<file path="src/rtl/hazard_fwd_unit_if.sv">
// Issue-slot / forwarding-select bundle between decode and the hazard/forwarding unit.
// With HAZ_PERF_CNT_EN defined the bundle also carries the perf-counter clear and counts.
interface hazard_fwd_unit_if #(
    parameter int REG_AW = 5,
    parameter int SEL_W  = 3
);
    logic              hold;
    logic              flush;
    logic              issue_valid;
    logic [REG_AW-1:0] issue_rs;
    logic [REG_AW-1:0] issue_rt;
    logic              issue_use_rs;
    logic              issue_use_rt;
    logic              issue_wr_en;
    logic [REG_AW-1:0] issue_wr_addr;
    logic              issue_is_load;
    logic [SEL_W-1:0]  fwd_sel_a;
    logic [SEL_W-1:0]  fwd_sel_b;
    logic              stall;
    logic              table_busy;
`ifdef HAZ_PERF_CNT_EN
    logic              cnt_clr;
    logic [31:0]       stall_cnt;
    logic [31:0]       fwd_cnt;
`endif

    modport master (
        output hold, flush, issue_valid, issue_rs, issue_rt, issue_use_rs, issue_use_rt,
               issue_wr_en, issue_wr_addr, issue_is_load,
`ifdef HAZ_PERF_CNT_EN
        output cnt_clr,
        input  stall_cnt, fwd_cnt,
`endif
        input  fwd_sel_a, fwd_sel_b, stall, table_busy
    );

    modport slave (
        input  hold, flush, issue_valid, issue_rs, issue_rt, issue_use_rs, issue_use_rt,
               issue_wr_en, issue_wr_addr, issue_is_load,
`ifdef HAZ_PERF_CNT_EN
        input  cnt_clr,
        output stall_cnt, fwd_cnt,
`endif
        output fwd_sel_a, fwd_sel_b, stall, table_busy
    );
endinterface

</file>
<file path="src/rtl/hazard_fwd_unit.sv">
// DEPTH-entry writeback-producer table driving operand forward selects and load-use stall.
// Optional HAZ_PERF_CNT_EN adds saturating stall/forward event counters.
module hazard_fwd_unit #(
    parameter int REG_AW     = 5,
    parameter int DEPTH      = 2,
    parameter int LOAD_AVAIL = 1,
    parameter int SEL_W      = 3
) (
    input  logic                 clk,
    input  logic                 reset_n,
    hazard_fwd_unit_if.slave     bus
);
    logic [DEPTH-1:0]  vld_q, vld_d;
    logic [DEPTH-1:0]  ld_q, ld_d;
    logic [REG_AW-1:0] addr_q [DEPTH];
    logic [REG_AW-1:0] addr_d [DEPTH];

    logic [SEL_W-1:0]  sel_a, sel_b;
    logic              hit_a, hit_b, ldu_a, ldu_b;
    logic              stall_int;

    // Youngest matching stage wins; an older entry can never mask a younger load
    always_comb begin
        sel_a = '0;
        sel_b = '0;
        hit_a = 1'b0;
        hit_b = 1'b0;
        ldu_a = 1'b0;
        ldu_b = 1'b0;
        for (int k = 0; k < DEPTH; k++) begin
            if (!hit_a && vld_q[k] && addr_q[k] == bus.issue_rs && addr_q[k] != '0 &&
                bus.issue_use_rs && bus.issue_valid) begin
                hit_a = 1'b1;
                sel_a = SEL_W'(k + 1);
                ldu_a = ld_q[k] && (k < LOAD_AVAIL);
            end
            if (!hit_b && vld_q[k] && addr_q[k] == bus.issue_rt && addr_q[k] != '0 &&
                bus.issue_use_rt && bus.issue_valid) begin
                hit_b = 1'b1;
                sel_b = SEL_W'(k + 1);
                ldu_b = ld_q[k] && (k < LOAD_AVAIL);
            end
        end
        stall_int = (ldu_a || ldu_b) && !bus.flush;
    end

    always_comb begin
        vld_d  = vld_q;
        ld_d   = ld_q;
        addr_d = addr_q;
        if (!bus.hold) begin
            for (int k = 1; k < DEPTH; k++) begin
                vld_d[k]  = vld_q[k-1];
                ld_d[k]   = ld_q[k-1];
                addr_d[k] = addr_q[k-1];
            end
            // Stalled or flushed issue enters as a bubble so older producers keep draining
            vld_d[0]  = bus.issue_valid && bus.issue_wr_en && bus.issue_wr_addr != '0 &&
                        !stall_int && !bus.flush;
            ld_d[0]   = bus.issue_is_load;
            addr_d[0] = bus.issue_wr_addr;
        end
    end

    always_ff @(posedge clk or negedge reset_n) begin
        if (!reset_n) vld_q <= '0;
        else          vld_q <= vld_d;
    end

    always_ff @(posedge clk) begin
        ld_q   <= ld_d;
        addr_q <= addr_d;
    end

    assign bus.fwd_sel_a  = sel_a;
    assign bus.fwd_sel_b  = sel_b;
    assign bus.stall      = stall_int;
    assign bus.table_busy = |vld_q;

`ifdef HAZ_PERF_CNT_EN
    logic [31:0] stall_cnt_q, stall_cnt_d;
    logic [31:0] fwd_cnt_q, fwd_cnt_d;

    always_comb begin
        stall_cnt_d = stall_cnt_q;
        fwd_cnt_d   = fwd_cnt_q;
        if (bus.cnt_clr) begin
            stall_cnt_d = '0;
            fwd_cnt_d   = '0;
        end else begin
            if (stall_int && !bus.hold && stall_cnt_q != 32'hFFFF_FFFF)
                stall_cnt_d = stall_cnt_q + 32'd1;
            if (!bus.hold && bus.issue_valid && !bus.flush && !stall_int &&
                (sel_a != '0 || sel_b != '0) && fwd_cnt_q != 32'hFFFF_FFFF)
                fwd_cnt_d = fwd_cnt_q + 32'd1;
        end
    end

    always_ff @(posedge clk or negedge reset_n) begin
        if (!reset_n) begin
            stall_cnt_q <= '0;
            fwd_cnt_q   <= '0;
        end else begin
            stall_cnt_q <= stall_cnt_d;
            fwd_cnt_q   <= fwd_cnt_d;
        end
    end

    assign bus.stall_cnt = stall_cnt_q;
    assign bus.fwd_cnt   = fwd_cnt_q;
`endif
endmodule

</file>
<file path="src/flat_wrapper.sv">
// flat-port wrapper written by rule: the top's interface ports become plain ports
module hazard_fwd_unit_flat 
#(
    parameter int REG_AW     = 5,
    parameter int DEPTH      = 2,
    parameter int LOAD_AVAIL = 1,
    parameter int SEL_W      = 3
)
  (clk, reset_n, bus_hold, bus_flush, bus_issue_valid, bus_issue_rs, bus_issue_rt, bus_issue_use_rs, bus_issue_use_rt, bus_issue_wr_en, bus_issue_wr_addr, bus_issue_is_load, bus_fwd_sel_a, bus_fwd_sel_b, bus_stall, bus_table_busy);
  hazard_fwd_unit_if #(.REG_AW(REG_AW), .SEL_W(SEL_W)) bus_i ();
  input  logic clk;
  input  logic reset_n;
  input wire logic [$bits(bus_i.hold)-1:0] bus_hold;
  input wire logic [$bits(bus_i.flush)-1:0] bus_flush;
  input wire logic [$bits(bus_i.issue_valid)-1:0] bus_issue_valid;
  input wire logic [$bits(bus_i.issue_rs)-1:0] bus_issue_rs;
  input wire logic [$bits(bus_i.issue_rt)-1:0] bus_issue_rt;
  input wire logic [$bits(bus_i.issue_use_rs)-1:0] bus_issue_use_rs;
  input wire logic [$bits(bus_i.issue_use_rt)-1:0] bus_issue_use_rt;
  input wire logic [$bits(bus_i.issue_wr_en)-1:0] bus_issue_wr_en;
  input wire logic [$bits(bus_i.issue_wr_addr)-1:0] bus_issue_wr_addr;
  input wire logic [$bits(bus_i.issue_is_load)-1:0] bus_issue_is_load;
  output wire logic [$bits(bus_i.fwd_sel_a)-1:0] bus_fwd_sel_a;
  output wire logic [$bits(bus_i.fwd_sel_b)-1:0] bus_fwd_sel_b;
  output wire logic [$bits(bus_i.stall)-1:0] bus_stall;
  output wire logic [$bits(bus_i.table_busy)-1:0] bus_table_busy;
  assign bus_i.hold = bus_hold;
  assign bus_i.flush = bus_flush;
  assign bus_i.issue_valid = bus_issue_valid;
  assign bus_i.issue_rs = bus_issue_rs;
  assign bus_i.issue_rt = bus_issue_rt;
  assign bus_i.issue_use_rs = bus_issue_use_rs;
  assign bus_i.issue_use_rt = bus_issue_use_rt;
  assign bus_i.issue_wr_en = bus_issue_wr_en;
  assign bus_i.issue_wr_addr = bus_issue_wr_addr;
  assign bus_i.issue_is_load = bus_issue_is_load;
  assign bus_fwd_sel_a = bus_i.fwd_sel_a;
  assign bus_fwd_sel_b = bus_i.fwd_sel_b;
  assign bus_stall = bus_i.stall;
  assign bus_table_busy = bus_i.table_busy;
  hazard_fwd_unit #(.REG_AW(REG_AW), .DEPTH(DEPTH), .LOAD_AVAIL(LOAD_AVAIL), .SEL_W(SEL_W)) u_core (.clk(clk), .reset_n(reset_n), .bus(bus_i));
endmodule
</file>
<file path="config.mk">
export PLATFORM = sky130hd
export DESIGN_NAME = hazard_fwd_unit_flat
export DESIGN_NICKNAME = d
export VERILOG_FILES = /design/src/rtl/hazard_fwd_unit_if.sv /design/src/rtl/hazard_fwd_unit.sv /design/src/flat_wrapper.sv
export SDC_FILE = /design/constraint.sdc
export NUM_CORES = 1
export LEC_CHECK = 0
export ABC_AREA = 1
export BUFFER_PORTS_ARGS = -buffer_cell sky130_fd_sc_hd__buf_2
export CAP_MARGIN = 20
export CELL_PAD_IN_SITES_DETAIL_PLACEMENT = 0
export CELL_PAD_IN_SITES_GLOBAL_PLACEMENT = 1
export CORE_MARGIN = 2
export CORE_UTILIZATION = 35
export CTS_BUF_LIST = sky130_fd_sc_hd__clkbuf_8
export DETAILED_ROUTE_END_ITERATION = 16
export PLACE_DENSITY_LB_ADDON = 0.1
export REMOVE_ABC_BUFFERS = 1
export SETUP_SLACK_MARGIN = 0.15
export SLEW_MARGIN = 15
export SYNTH_ARGS = -nofsm -noshare
export SYNTH_HDL_FRONTEND = slang
export SYNTH_SLANG_ARGS = --single-unit
</file>
<file path="constraint.sdc">
create_clock -name clk -period 1.2 [get_ports clk]
set_input_delay 0.12 -clock clk [delete_from_list [all_inputs] [get_ports clk]]
set_output_delay 0.12 -clock clk [all_outputs]
set_load 0.01 [all_outputs]
</file>
==> flow_metrics.env, run 1 <==
export IMPL_total_negative_slack_ns=-1.80
export IMPL_max_cap_violations=0
export IMPL_crit_fanout=5
export IMPL_dr_pass1_iters=4
export IMPL_path_cells="nor2_1 -> nand2_1 -> nor2_2 -> nor2_1 -> nand2_1 -> nand2_1 -> nand2_1 -> inv_1 -> buf_2"
export IMPL_final_critical_path_setup_slack_ns=-0.395
export IMPL_final_cell_mix="30 x sky130_fd_sc_hd__nand2_1, 28 x sky130_fd_sc_hd__buf_2, 17 x sky130_fd_sc_hd__inv_1, 17 x sky130_fd_sc_hd__nor2_1, 12 x sky130_fd_sc_hd__xnor2_1"
export IMPL_floorplan_rows=17
export IMPL_synth_seq_cells=13
export IMPL_use_met1=0.193
export IMPL_dp_hpwl_um=1520
export IMPL_hold_class="in2reg"
export IMPL_viasPerCell=4.47
export IMPL_area_growth_syn_to_layout_pct=34.4
export IMPL_grt_overflow_total=0
export IMPL_final_instance_count_excl_fill=175
export IMPL_grt_pass1_wl_um=2960
export IMPL_rsz_0062_raised_after_global_routing="true"
export IMPL_fp_dieH_um=53.1
export IMPL_synth_top_cell_area_share=0.391
export IMPL_power_share_clock=0.331
export IMPL_n_antenna_cell=0
export IMPL_fin_total_pwr_mw=1.17
export IMPL_finalNetCount=172
export IMPL_finClkSkew_ns=0.00385
export IMPL_cp_arrival_ns=1.47
export IMPL_synth_top_cell_by_area="sky130_fd_sc_hd__edfxtp_1"
export IMPL_use_met3=0.0254
export IMPL_design_portCount=32
export IMPL_hold_viol=0
export IMPL_relative_contribution_of_combinational_cells_to_total_power=0.185
export IMPL_grt_util_all_layers=0.152
export IMPL_clk_root_buffer_cell="sky130_fd_sc_hd__clkbuf_8"
export IMPL_synth_top_cells_by_area="sky130_fd_sc_hd__edfxtp_1 39%, sky130_fd_sc_hd__nand2_1 13%, sky130_fd_sc_hd__xnor2_1 12%, sky130_fd_sc_hd__nor2_1 8.0%, sky130_fd_sc_hd__inv_1 7.6%"
export IMPL_ant_nets=0
export IMPL_vias=783
export IMPL_avgRoutedWirePerCell_um=10.6
export IMPL_violations="setup timing"
export IMPL_critical_path_top_delay_family="simple AND/OR/NAND/NOR gates"
export IMPL_worst_r2r_start="u_core.addr_q[7]"
export IMPL_static_leakage_nw=0.588
export IMPL_crit_top_cell="sky130_fd_sc_hd__nand2_1"
export IMPL_cp_data_required_time_ns=1.08
export IMPL_timing_final_crit_period_ns=1.59
export IMPL_gp_routability_congestion=0.709
export IMPL_pwr_share_seq=0.485
export IMPL_layout_commonest_cell="sky130_fd_sc_hd__nand2_1"
export IMPL_busiest_grt_layer="met2"
export IMPL_h_tree_depth=1
export IMPL_numCtsBuffers=3
export IMPL_clk_insertion_delay_late_ns=0.24
export IMPL_syn_inst=109
export IMPL_drt_iter0_markers=10
export IMPL_timing_max_transition_violations_final=0
export IMPL_max_clock_path_buffers=2
export IMPL_critPathSlowestCell="sky130_fd_sc_hd__edfxtp_1"
export IMPL_die_area_um2=2820
export IMPL_cp_startpoint="u_core.addr_q[7]"
export IMPL_core_area_um2=2250
export IMPL_p_sw_uw=290
export IMPL_worst_setup_path_end_kind="primary output"
export IMPL_antenna_violations_before_repair=0
export IMPL_tritoncts="yes"
export IMPL_run_status="finished with violations"
export IMPL_power_report_internal_total_uw=876
export IMPL_post_route_period_util=1.33
export IMPL_cp_slowest_stage_delay_ns=0.46
export IMPL_grt_max_degree=10
export IMPL_die_w_um=53.1
export IMPL_dp_slack_ns=-0.126
export IMPL_ir_drop_mv=0.824
export IMPL_gr_usage_met2=0.240
export IMPL_place_inst=169
export IMPL_clock_pin_slew_on_the_worst_setup_and_hold_paths_ns=0.06
export IMPL_initial_utilization=0.375
export IMPL_hold_path_startpoint="bus_issue_is_load"
export IMPL_overall_routed_net_length_um=1860
export IMPL_ys_warnings_count=0
export IMPL_route_detailed_drc=0
export IMPL_netlist_area_before_placement_um2=845
export IMPL_first_global_vias=690
export IMPL_critPathKind="reg2out"
export IMPL_clock_sinks=13
export IMPL_worstSetupStartpointType="flip-flop"
export IMPL_finalCoreUtilization=0.503
export IMPL_path_buf_inv=2
export IMPL_numPortBuffers=29
export IMPL_p_sw_frac=0.249
export IMPL_synth_distinct_cells=14
export IMPL_power_density_nw_per_um2=1030
export IMPL_max_freq_ghz=0.627
export IMPL_setup_violations_final=7
export IMPL_synth_yosys_seq_area_share=0.450
export IMPL_final_layout_size_suffix_gt1_frac=0.286
export IMPL_syn_mean_instance_area_um2=7.75
[metrics by stage]
stage          instance area [um^2]  hold slack, ns
4_1_cts                        1130          0.0450
3_3_place_gp                   1060         -0.0952
2_1_floorplan                   833          -0.176
6_report                       1130          0.0503
5_1_grt                        1130          0.0459
3_5_place_dp                   1060         -0.0933
[per-layer routing]
metal  vias up  part of all wire
met2        21              0.47
met3         4             0.052
met4         0             0.013
met5         -                 0
li1        412                 -
met1       346              0.47
[cell type report]
cell class              count  area [um^2]
multi-input cells          78          394
well taps                  28         35.0
fillers                   236         1120
clock inverters             1         5.00
repair buffers             35          215
flip-flops and latches     13          380
inverters                  17         63.8
clock buffers               3         41.3
[power groups by stage]
stage	sequential, mW	clock (mW)	combinational (mW)
after detailed placement	0.573	0	0.203
after CTS	0.565	0.399	0.218
after floorplan	0.565	0	0.112
final	0.565	0.386	0.215
after global placement	0.572	0	0.200
after global routing	0.572	0.418	0.243
[sequential cells by signal, indices dropped and copies added, names as in the netlist]
register and flops:
u_core.vld_q 2, u_core.addr_q 10, u_core.ld_q 1
[logic make-up after synthesis]
kind of cell  synth area share
simple gates             0.317
buf+inv                 0.0933
xor+xnor                 0.135
flops                    0.450
other cells            0.00444
[what timing repair did]
action | in CTS | in global routing
hold endpoints to repair | 2 | 0
pin swaps | 3 | 2
resized for setup | 3 | 1
hold buffers | 1 | 0
buffers inserted | 1 | 0
endpoints found under the setup margin | 7 | 7
[synthesized netlist by cell type (all sizes together)]
cell	instances
nand2	30
nor2	18
inv	17
xnor2	12
edfxtp	11
nand4	5
nand3	4
or2	3
buf	2
dfrtp	2
nor3	2
conb	1
nor3b	1
xor2	1
[path summary, 6_finish.rpt]
| kind | slack (ns) | cells past startpoint | end |
|---|---|---|---|
| hold / removal | 0.05 | 1 | u_core.ld_q[0] |
| max in group asynchronous | 0.91 | 2 | u_core.vld_q[0] |
| hold reg to reg | 0.55 | 0 | u_core.addr_q[0] |
| setup reg to reg | -0.03 | 10 | u_core.vld_q[0] |
| min in group asynchronous | 0.20 | 2 | u_core.vld_q[1] |
| setup / recovery | -0.39 | 9 | bus_stall |
[worst register-to-register path, delay by kind of cell, from the launching register on]
family                 cells  cell delay [ns]
flip-flops                 1             0.46
buffers and inverters      1             0.09
AND/OR/NAND/NOR            9             0.57
No activity file was read; power rests on OpenSTA's default activity.
==> run 2: changes to the inputs <==
Settings changed: CTS_CLUSTER_SIZE set to 12, SETUP_SLACK_MARGIN 0.15 to not set.
==> run 2 against run 1 <==
Effect of this change: the flow still finishes with violations (setup timing); register-to-register slack about the same; non-clock buffer count unchanged; setup slack unchanged; power unchanged; die area unchanged; first-iteration DRC count unchanged; sequential cell count unchanged; core utilization unchanged; clock-buffer cell count unchanged; worst hold slack unchanged.
==> flow_metrics.env, run 2 (same netlist as run 1, synthesis figures left out) <==
export IMPL_power_report_internal_total_uw=876
export IMPL_setup_violations_final=7
export IMPL_final_critical_path_setup_slack_ns=-0.395
export IMPL_worstSetupStartpointType="flip-flop"
export IMPL_clk_insertion_delay_late_ns=0.24
export IMPL_grt_overflow_total=0
export IMPL_violations="setup timing"
export IMPL_tritoncts="yes"
export IMPL_p_sw_frac=0.249
export IMPL_hold_class="in2reg"
export IMPL_floorplan_rows=17
export IMPL_static_leakage_nw=0.588
export IMPL_max_clock_path_buffers=2
export IMPL_critPathKind="reg2out"
export IMPL_design_portCount=32
export IMPL_area_growth_syn_to_layout_pct=34.4
export IMPL_worst_setup_path_end_kind="primary output"
export IMPL_drt_iter0_markers=10
export IMPL_fp_dieH_um=53.1
export IMPL_route_detailed_drc=0
export IMPL_n_antenna_cell=0
export IMPL_layout_commonest_cell="sky130_fd_sc_hd__nand2_1"
export IMPL_first_global_vias=690
export IMPL_timing_final_crit_period_ns=1.59
export IMPL_finClkSkew_ns=0.00385
export IMPL_hold_viol=0
export IMPL_numCtsBuffers=3
export IMPL_ir_drop_mv=0.824
export IMPL_gp_routability_congestion=0.709
export IMPL_clk_root_buffer_cell="sky130_fd_sc_hd__clkbuf_8"
export IMPL_largest_registers_ranked_by_flip_flop_count="u_core.addr_q x10, u_core.vld_q x2, u_core.ld_q x1"
export IMPL_overall_routed_net_length_um=1860
export IMPL_cp_data_required_time_ns=1.08
export IMPL_fillers=236
export IMPL_finalInstanceArea_um2=1130
export IMPL_dp_hpwl_um=1520
export IMPL_core_area_um2=2250
export IMPL_viasPerCell=4.47
export IMPL_crit_fanout=5
export IMPL_grt_max_degree=10
export IMPL_post_route_period_util=1.33
export IMPL_antenna_violations_before_repair=0
export IMPL_final_layout_size_suffix_gt1_frac=0.286
export IMPL_dr_pass1_iters=4
export IMPL_timing_max_transition_violations_final=0
export IMPL_initial_utilization=0.375
export IMPL_vias=783
export IMPL_place_area_um2=1060
export IMPL_run_status="finished with violations"
export IMPL_clock_sinks=13
export IMPL_die_w_um=53.1
export IMPL_die_area_um2=2820
export IMPL_finalNetCount=172
export IMPL_grt_util_all_layers=0.152
export IMPL_pwr_share_seq=0.485
export IMPL_avgRoutedWirePerCell_um=10.6
export IMPL_grt_pass1_wl_um=2960
export IMPL_h_tree_depth=1
export IMPL_ant_nets=0
export IMPL_p_sw_uw=290
export IMPL_numPortBuffers=29
export IMPL_top_register="u_core.addr_q"
export IMPL_final_cell_mix="30 x sky130_fd_sc_hd__nand2_1, 28 x sky130_fd_sc_hd__buf_2, 17 x sky130_fd_sc_hd__inv_1, 17 x sky130_fd_sc_hd__nor2_1, 12 x sky130_fd_sc_hd__xnor2_1"
export IMPL_max_cap_violations=0
export IMPL_relative_contribution_of_combinational_cells_to_total_power=0.185
export IMPL_clock_pin_slew_on_the_worst_setup_and_hold_paths_ns=0.06
export IMPL_largest_reg_flops=10
export IMPL_dp_slack_ns=-0.126
export IMPL_rsz_0062_raised_after_global_routing="true"
export IMPL_power_density_nw_per_um2=1030
export IMPL_power_share_clock=0.331
export IMPL_max_freq_ghz=0.627
export IMPL_cp_arrival_ns=1.47
## run 2: worst paths after layout
kind                                   start          endpoint  slack [ns]  cells past startpoint
min in group asynchronous            reset_n   u_core.vld_q[1]        0.20                      2
max reg2reg                 u_core.addr_q[7]   u_core.vld_q[0]       -0.03                     10
min                        bus_issue_is_load    u_core.ld_q[0]        0.05                      1
min reg2reg                 u_core.addr_q[5]  u_core.addr_q[0]        0.55                      0
max                         u_core.addr_q[7]         bus_stall       -0.39                      9
max in group asynchronous            reset_n   u_core.vld_q[0]        0.91                      2
## run 2: per-layer routing
| metal | GRT usage | wire length [um] | vias to the layer above |
|---|---|---|---|
| met1 | 0.193 | 867 | 346 |
| li1 | - | - | 412 |
| met3 | 0.0254 | 96 | 4 |
| met4 | 0.0897 | 25 | 0 |
| met2 | 0.240 | 869 | 21 |
| met5 | 0 | 0 | - |
## run 2: layout make-up
cell class,count,area (um^2),share of cell area
Timing Repair Buffer,35,215,0.190
Clock inverter,1,5.00,0.00441
Clock buffer,3,41.3,0.0364
Sequential cell,13,380,0.335
Multi-Input combinational cell,78,394,0.347
Inverter,17,63.8,0.0562
Tap cell,28,35.0,0.0309
## run 2: per-stage QoR
step	hold WS [ns]	setup TNS [ns]	util	power, mW	instances
after floorplan	-0.176	-0.0000506	-	0.676	108
after global placement	-0.0952	-0.436	0.468	0.771	169
after detailed placement	-0.0933	-0.449	0.468	0.776	169
after CTS	0.0450	-1.79	0.502	1.18	175
after global routing	0.0459	-2.56	0.503	1.23	175
final	0.0503	-1.80	0.503	1.17	175
## run 2: timing repair
action / CTS / global route
resized for setup: 3 / 1
setup buffers: 1 / 0
hold buffers: 1 / 0
endpoints found under the setup margin: 7 / 7
pin swaps: 3 / 2
hold endpoints to repair: 2 / 0
gates cloned: 0 / 0
## run 2: power by group through the flow
| stage | Sequential, mW | Combinational (mW) | Clock [mW] |
|---|---|---|---|
| after detailed placement | 0.573 | 0.203 | 0 |
| after floorplan | 0.565 | 0.112 | 0 |
| after global placement | 0.572 | 0.200 | 0 |
| final | 0.565 | 0.215 | 0.386 |
| after global routing | 0.572 | 0.243 | 0.418 |
| after CTS | 0.565 | 0.218 | 0.399 |
## run 2: worst max-delay path, stage by stage (launching register included)
cell,delay [ns]
sky130_fd_sc_hd__edfxtp_1,0.46
sky130_fd_sc_hd__nor2_1,0.15
sky130_fd_sc_hd__nand2_1,0.08
sky130_fd_sc_hd__nor2_2,0.10
sky130_fd_sc_hd__nor2_1,0.06
sky130_fd_sc_hd__nand2_1,0.08
sky130_fd_sc_hd__nand2_1,0.06
sky130_fd_sc_hd__nand2_1,0.07
sky130_fd_sc_hd__inv_1,0.04
sky130_fd_sc_hd__buf_2,0.13
